## src/rtl/value_bias_pkg.sv

```systemverilog
// value_bias_pkg: shared sizing helpers, default widths and types for the
// value bias-add stage (value_bias_add and value_bias_skid_buffer).
package value_bias_pkg;

  localparam int unsigned VB_DIN_W   = 16;
  localparam int unsigned VB_DIN_F   = 3;
  localparam int unsigned VB_BIAS_W  = 16;
  localparam int unsigned VB_BIAS_F  = 3;
  localparam int unsigned VB_OUT_W   = 16;
  localparam int unsigned VB_TENSOR  = 32;
  localparam int unsigned VB_PAR     = 1;

  // Left shift that brings the bias onto the data_in binary point
  localparam int unsigned VB_SHIFT = VB_DIN_F - VB_BIAS_F;

  function automatic int unsigned align_shift(input int unsigned din_f,
                                              input int unsigned bias_f);
    return (din_f >= bias_f) ? (din_f - bias_f) : 0;
  endfunction

  // Lossless sum width: widest aligned operand plus one carry bit
  function automatic int unsigned sum_width(input int unsigned din_w,
                                            input int unsigned bias_w,
                                            input int unsigned shift);
    int unsigned aligned_w;
    aligned_w = bias_w + shift;
    return ((din_w > aligned_w) ? din_w : aligned_w) + 1;
  endfunction

  typedef struct packed {
    logic [VB_PAR-1:0][VB_OUT_W-1:0] lanes;
    logic                            last;
  } vb_entry_t;

  localparam int unsigned VB_ENTRY_W = $bits(vb_entry_t);

  typedef enum logic [1:0] {
    SKID_EMPTY = 2'd0,
    SKID_ONE   = 2'd1,
    SKID_FULL  = 2'd2
  } skid_state_e;

endpackage

```

## src/rtl/value_bias_skid_buffer.sv

```systemverilog
// value_bias_skid_buffer: two-entry registered valid/ready buffer; space_c lets
// the producer refill in the same cycle that the head drains.
module value_bias_skid_buffer
  import value_bias_pkg::*;
#(
  parameter int unsigned W = VB_ENTRY_W
) (
  input  logic         clk,
  input  logic         rst,
  input  logic         push,
  input  logic [W-1:0] push_data,
  output logic         space_c,
  output logic [W-1:0] out_data,
  output logic         out_valid,
  input  logic         out_ready
);

  skid_state_e  state_q, state_d;
  logic [W-1:0] head_q, head_d;
  logic [W-1:0] tail_q, tail_d;
  logic         valid_q, valid_d;
  logic         run_q;
  logic         pop_c;

  assign pop_c     = valid_q & out_ready;
  // run_q keeps both input readies low until the first edge after reset release
  assign space_c   = run_q & ((state_q != SKID_FULL) | pop_c);
  assign out_data  = head_q;
  assign out_valid = valid_q;

  always_ff @(posedge clk or negedge rst) begin
    if (!rst) begin
      state_q <= SKID_EMPTY;
      head_q  <= '0;
      tail_q  <= '0;
      valid_q <= 1'b0;
      run_q   <= 1'b0;
    end else begin
      state_q <= state_d;
      head_q  <= head_d;
      tail_q  <= tail_d;
      valid_q <= valid_d;
      run_q   <= 1'b1;
    end
  end

  // Occupancy transitions; head always holds the oldest beat
  always_comb begin
    state_d = state_q;
    head_d  = head_q;
    tail_d  = tail_q;
    valid_d = valid_q;
    case (state_q)
      SKID_EMPTY: begin
        if (push) begin
          head_d  = push_data;
          valid_d = 1'b1;
          state_d = SKID_ONE;
        end
      end
      SKID_ONE: begin
        if (push && pop_c) begin
          head_d = push_data;
        end else if (push) begin
          tail_d  = push_data;
          state_d = SKID_FULL;
        end else if (pop_c) begin
          valid_d = 1'b0;
          state_d = SKID_EMPTY;
        end
      end
      SKID_FULL: begin
        if (pop_c) begin
          head_d = tail_q;
          if (push) begin
            tail_d = push_data;
          end else begin
            state_d = SKID_ONE;
          end
        end
      end
      default: begin
        valid_d = 1'b0;
        state_d = SKID_EMPTY;
      end
    endcase
  end

endmodule

```

## src/rtl/value_bias_add.sv

```systemverilog
// value_bias_add: joins matmul lanes with bias lanes, adds with binary-point
// alignment and emits a buffered stream tagged with end-of-row. Define
// VALUE_BIAS_ADD_SAT_EN for per-lane saturation and the sticky sat_flag port.
module value_bias_add
  import value_bias_pkg::*;
#(
  parameter int unsigned DATA_IN_PRECISION_0  = VB_DIN_W,
  parameter int unsigned DATA_IN_PRECISION_1  = VB_DIN_F,
  parameter int unsigned BIAS_PRECISION_0     = VB_BIAS_W,
  parameter int unsigned BIAS_PRECISION_1     = VB_BIAS_F,
  parameter int unsigned DATA_OUT_PRECISION_0 = VB_OUT_W,
  parameter int unsigned TENSOR_SIZE_DIM_0    = VB_TENSOR,
  parameter int unsigned PARALLELISM_DIM_0    = VB_PAR,
  parameter int unsigned BLOCKS_PER_ROW       = TENSOR_SIZE_DIM_0 / PARALLELISM_DIM_0
) (
  input  logic                                                clk,
  input  logic                                                rst,
  input  logic [PARALLELISM_DIM_0*DATA_IN_PRECISION_0-1:0]    data_in,
  input  logic                                                data_in_valid,
  output logic                                                data_in_ready,
  input  logic [PARALLELISM_DIM_0*BIAS_PRECISION_0-1:0]       bias_in,
  input  logic                                                bias_in_valid,
  output logic                                                bias_in_ready,
  output logic [PARALLELISM_DIM_0*DATA_OUT_PRECISION_0-1:0]   data_out,
  output logic                                                data_out_valid,
  input  logic                                                data_out_ready,
  output logic                                                data_out_last
`ifdef VALUE_BIAS_ADD_SAT_EN
 ,output logic                                                sat_flag
`endif
);

  localparam int unsigned PAR     = PARALLELISM_DIM_0;
  localparam int unsigned DIN_W   = DATA_IN_PRECISION_0;
  localparam int unsigned BIAS_W  = BIAS_PRECISION_0;
  localparam int unsigned OUT_W   = DATA_OUT_PRECISION_0;
  localparam int unsigned SHIFT   = align_shift(DATA_IN_PRECISION_1, BIAS_PRECISION_1);
  localparam int unsigned SUM_W   = sum_width(DIN_W, BIAS_W, SHIFT);
  // One extra bit over both the sum and the output keeps the range test exact
  localparam int unsigned CMP_W   = ((SUM_W > OUT_W) ? SUM_W : OUT_W) + 1;
  localparam int unsigned COL_W   = (BLOCKS_PER_ROW > 1) ? $clog2(BLOCKS_PER_ROW) : 1;
  localparam int unsigned LANES_W = PAR * OUT_W;
  localparam int unsigned ENTRY_W = LANES_W + 1;

  if (BIAS_PRECISION_1 > DATA_IN_PRECISION_1) begin : g_bad_frac
    $error("value_bias_add: BIAS_PRECISION_1 must not exceed DATA_IN_PRECISION_1");
  end
  if ((TENSOR_SIZE_DIM_0 % PARALLELISM_DIM_0) != 0) begin : g_bad_par
    $error("value_bias_add: PARALLELISM_DIM_0 must divide TENSOR_SIZE_DIM_0");
  end

  logic               space_c;
  logic               fire_c;
  logic               last_c;
  logic [COL_W-1:0]   col_q;
  logic [LANES_W-1:0] lanes_c;
  logic [ENTRY_W-1:0] out_entry;
`ifdef VALUE_BIAS_ADD_SAT_EN
  logic [PAR-1:0]     lane_sat_c;
  logic               sat_q;
`endif

  // Join: both streams pop together so bias stays aligned with its column
  assign fire_c        = data_in_valid & bias_in_valid & space_c;
  assign data_in_ready = bias_in_valid & space_c;
  assign bias_in_ready = data_in_valid & space_c;

  for (genvar l = 0; l < PAR; l++) begin : g_lane
    logic signed [DIN_W-1:0]  din_c;
    logic signed [BIAS_W-1:0] bias_c;
    logic signed [CMP_W-1:0]  sum_c;

    assign din_c  = data_in[l*DIN_W +: DIN_W];
    assign bias_c = bias_in[l*BIAS_W +: BIAS_W];
    assign sum_c  = CMP_W'(din_c) + (CMP_W'(bias_c) <<< SHIFT);

`ifdef VALUE_BIAS_ADD_SAT_EN
    // Out of range whenever the bits above the output sign are not a sign copy
    logic ovf_c;
    assign ovf_c = (|sum_c[CMP_W-1:OUT_W-1]) & ~(&sum_c[CMP_W-1:OUT_W-1]);
    assign lane_sat_c[l] = ovf_c;
    assign lanes_c[l*OUT_W +: OUT_W] =
      !ovf_c         ? sum_c[OUT_W-1:0] :
      sum_c[CMP_W-1] ? {1'b1, {(OUT_W-1){1'b0}}} :
                       {1'b0, {(OUT_W-1){1'b1}}};
`else
    logic unused_hi_c;
    assign unused_hi_c = ^sum_c[CMP_W-1:OUT_W];
    assign lanes_c[l*OUT_W +: OUT_W] = sum_c[OUT_W-1:0];
`endif
  end

  assign last_c = (col_q == COL_W'(BLOCKS_PER_ROW - 1));

  // Column of the next accepted beat
  always_ff @(posedge clk or negedge rst) begin
    if (!rst) begin
      col_q <= '0;
    end else if (fire_c) begin
      col_q <= last_c ? '0 : col_q + COL_W'(1);
    end
  end

`ifdef VALUE_BIAS_ADD_SAT_EN
  always_ff @(posedge clk or negedge rst) begin
    if (!rst) begin
      sat_q <= 1'b0;
    end else if (fire_c && (|lane_sat_c)) begin
      sat_q <= 1'b1;
    end
  end

  assign sat_flag = sat_q;
`endif

  value_bias_skid_buffer #(
    .W (ENTRY_W)
  ) u_skid (
    .clk       (clk),
    .rst       (rst),
    .push      (fire_c),
    .push_data ({lanes_c, last_c}),
    .space_c   (space_c),
    .out_data  (out_entry),
    .out_valid (data_out_valid),
    .out_ready (data_out_ready)
  );

  assign data_out      = out_entry[ENTRY_W-1:1];
  assign data_out_last = out_entry[0];

endmodule

```

## config.mk

```make
export PLATFORM = sky130hd
export DESIGN_NAME = value_bias_add
export DESIGN_NICKNAME = d
export VERILOG_FILES = /design/src/rtl/value_bias_pkg.sv /design/src/rtl/value_bias_skid_buffer.sv /design/src/rtl/value_bias_add.sv
export SDC_FILE = /design/constraint.sdc
export NUM_CORES = 1
export LEC_CHECK = 0
export ABC_AREA = 1
export CORE_MARGIN = 10
export CORE_UTILIZATION = 30
export CTS_CLUSTER_SIZE = 20
export DETAILED_ROUTE_END_ITERATION = 16
export PLACE_DENSITY = 0.51
export REMOVE_ABC_BUFFERS = 1
export SYNTH_ARGS = -nofsm -noshare
export SYNTH_HDL_FRONTEND = slang
export SYNTH_SLANG_ARGS = --single-unit
```

## constraint.sdc

```tcl
create_clock -name clk -period 5.45 [get_ports clk]
set_clock_uncertainty 0.2 [all_clocks]
set_input_delay 0.545 -clock clk [delete_from_list [all_inputs] [get_ports clk]]
set_output_delay 0.545 -clock clk [all_outputs]
set_load 0.01 [all_outputs]
```

==> summary.md <==
| Metric | Value |
|---|---|
| Syn Std Cell Area | 3020 sq um |
| Final core utilization | 38.5% |
| Yosys warns | 0 |
| Worst path slowest cell | ha_1 |
| CP Data Arrival Time | between 2 and 2.5 ns |
| Register area share after synthesis | 35.6% |
| Hold WS | 0.198 ns |
| Cell family with most CP delay | adder cells |
| Vias | roughly 2700 |
| Clock sink count | 43 |
| TritonCTS buffer count | 5 |
| WL/cell | between 10 and 15 microns |
| Top-area cell type share of the netlist area | 35.6% |
| Commonest cells in the synthesized netlist | 186 x nand2_1, 58 x inv_1, 43 x dfrtp_1 |
| #FFs+latches synth | 43 |
| Non-Filler Instances | 629 |
| CP startpoint kind | flip-flop |
| Met1 GRT Util | 13.6% |
| Worst slew pin tran | 0.985 ns |
| Final WL | 7.09 mm |
| DRC errors left | 0 |
| Final Cycle Share | a little over half |
| Global-route usage over all layers | about a tenth |
| Count leader, synth | nand2_1 |
| Final GP Congestion | between 0.7 and 0.8 |
| Worst-Skew Late Latency | about 0.29 ns |
| Placed Instance Area | ~3700 sq um |
| Initial DRT Pass Iterations | 4 |
| Setup total negative slack | 0 ns |
| RSZ-0062 raised after global routing | false |
| CTS tree | yes |
| Worst min-delay path category | in -> async |
| Max_cap viols | 0 |
| Cells after Synth | 442 |
| HPWL after DPL | 5.58 mm |
| Hold-fix buffers, CTS | 0 |
| R2R Path End | u_skid.tail_q[10]$_DFFE_PN0P_ |
| Post-route cell area | 3780 sq um |
| Setup Crit Path Kind | reg -> out |
| Setup Buffers After CTS | 0 |
| Cell variety after synth | 33 |
| M3 GR Usage | 2.33% |
| Vias per inst | roughly 4.3 |
| First-pass GRT wire length | 12.5 mm |
| Placed cells | around 620 |
| R2R Setup Slk | 2.61 ns |
| Num ports | 57 |
| Area delta synth->final | 24.9% |
| Inserted Diodes | 0 |
| CP endpoint kind | output port |
| CP Max Fanout | 18 |
| Number of synthesized flops with an enable pin | 0 |
| Antenna-violating nets left | 0 |
| Total core area | 9820 sq um |
| Met2 track demand over resource | ~16% |
| Mapped Avg Cell Area | 6.84 sq um |
| Reg-to-reg startpoint | u_skid.state_q[0]$_DFFE_PN0P_ |
| Status | completed |
| Crit path time final | around 2.9 ns |
| Leak | 2.05 nW |
| Area contributors post-synth | dfrtp_1 36%, nand2_1 23%, ha_1 9.1%, inv_1 7.2%, nor2_1 3.8% |
| Clock-pin slew on the worst setup and hold paths | 0.08 ns |
| Root Buffer | clkbuf_8 |
| Max-slew headroom | 34.4% |
| Die area | 14500 sq um |
| Fmax | 342 MHz |
| Buffers plus inverters on the worst setup path | 2 |
| Initial Util | 30.8% |
| Slowest stage delay, CP | about 0.60 ns |
| Largest net degree at the start of global routing | 44 |
| Maximum VDD drop | 0.120 mV |
| Final Worst Setup Slack | 2.52 ns |
| Max-slew violations | 0 |
| Pre-CTS setup slack | 2.52 ns |
| Grt total ovfl | 0 |
| Async set-reset flop share out of synthesis | 100% |
| Final setup viols | 0 |
| Max clock buf depth | 2 |
| GR peak layer | met2 |
| Die Wd | 120 microns |
| Number of fill cells in the layout | 1104 |
| CTS resizes | 0 |
| Fraction of layout cells with a size suffix above 1 | 4.23% |
| Vias in the first global route | 2685 |
| Final #Nets | 555 |
| Top FF cell, synth | dfrtp_1 |
| Total power | about 1.5 mW |
| DR iter-0 viols | 112 |
| Final Hold Viols | 0 |
| CTS HTree Levels | 2 |
| Die height | 120 microns |
| Cell Chain, Critical Path | inv_1 > ha_1 > nand2_4 > nand2_1 > nor2_1 > clkdlybuf4s50_1 |
| Buffers on Ports | between 50 and 60 |
| R2R cell count | 9 |
| Antenna violations before repair | 0 |
| Yosys top cell by area | dfrtp_1 |
| CP required | 4.70 ns |
| PD cells | 390 nW/um^2 |
| Rows | 36 |
==> power by group <==
part           internal (mW)  switching, mW
Clock                  0.116          0.109
Sequential             0.463         0.0787
Combinational          0.310          0.397
Total                  0.890          0.585
==> worst reg2reg max path: cells and delay by family (launching register included) <==
family | cells | cell delay [ns]
flip-flops | 1 | 0.43
adder cells (fa/ha/maj) | 1 | 0.44
AND/OR/NAND/NOR | 3 | 0.50
AO/OA/AOI/OAI | 2 | 0.63
buffers and inverters | 3 | 0.52
==> cell type report <==
cell class	count	area [sq um]	share of cell area [%]
clock buffers	8	100	2.65
inverters	61	229	6.06
multi-input cells	328	1650	43.7
flip-flops and latches	43	1080	28.5
well taps	133	166	4.40
repair buffers	56	556	14.7
==> placed cells by master (no fill, tap or decap), types with 2 or more instances in the layout <==
cell type,count
o21ai_0,23
nand2_4,2
ha_1,22
nand3_1,22
nor3_1,2
dfrtp_1,43
nor2_1,31
xnor2_1,2
nand2_1,186
and2_1,2
or2_2,2
a21oi_1,10
nand3b_1,2
clkdlybuf4s50_1,55
o21ai_1,5
xor2_1,4
inv_2,3
clkbuf_8,7
inv_1,58
nor2_2,2
==> worst max-delay path by stage <==
stage	slack [ns]	start	cells after the start	end
after floorplan	3.16	u_skid.state_q[0]$_DFFE_PN0P_	9	u_skid.tail_q[10]$_DFFE_PN0P_
after global placement	2.59	data_out_ready	9	u_skid.tail_q[11]$_DFFE_PN0P_
after detailed placement	2.52	data_out_ready	9	u_skid.tail_q[10]$_DFFE_PN0P_
after CTS	2.49	u_skid.state_q[0]$_DFFE_PN0P_	6	data_in_ready
after global routing	2.39	u_skid.state_q[0]$_DFFE_PN0P_	6	data_in_ready
final	2.52	u_skid.state_q[0]$_DFFE_PN0P_	6	data_in_ready
==> per-layer routing <==
metal  vias up  routed length, microns
met3         5                     343
met4         0                      89
li1       1461                       -
met1      1172                    3510
met5         -                       0
met2        43                    3150
==> state kept, by name (all words and copies together), names as in the netlist <==
| name | flops |
|---|---|
| u_skid.out_data | 17 |
| u_skid.tail_q | 17 |
| col_q | 5 |
| u_skid.state_q | 2 |
| u_skid.out_valid | 1 |
| u_skid.run_q | 1 |
==> cell families after synthesis <==
| family | share of synthesized area (%) |
|---|---|
| simple gates | 34.7 |
| buf+inv | 9.81 |
| compound gates | 8.28 |
| flops | 35.6 |
| fa+ha+maj | 9.76 |
| xor+xnor | 1.74 |
| other cells | 0.124 |
Note: power is estimated with default switching activity, not from simulation.
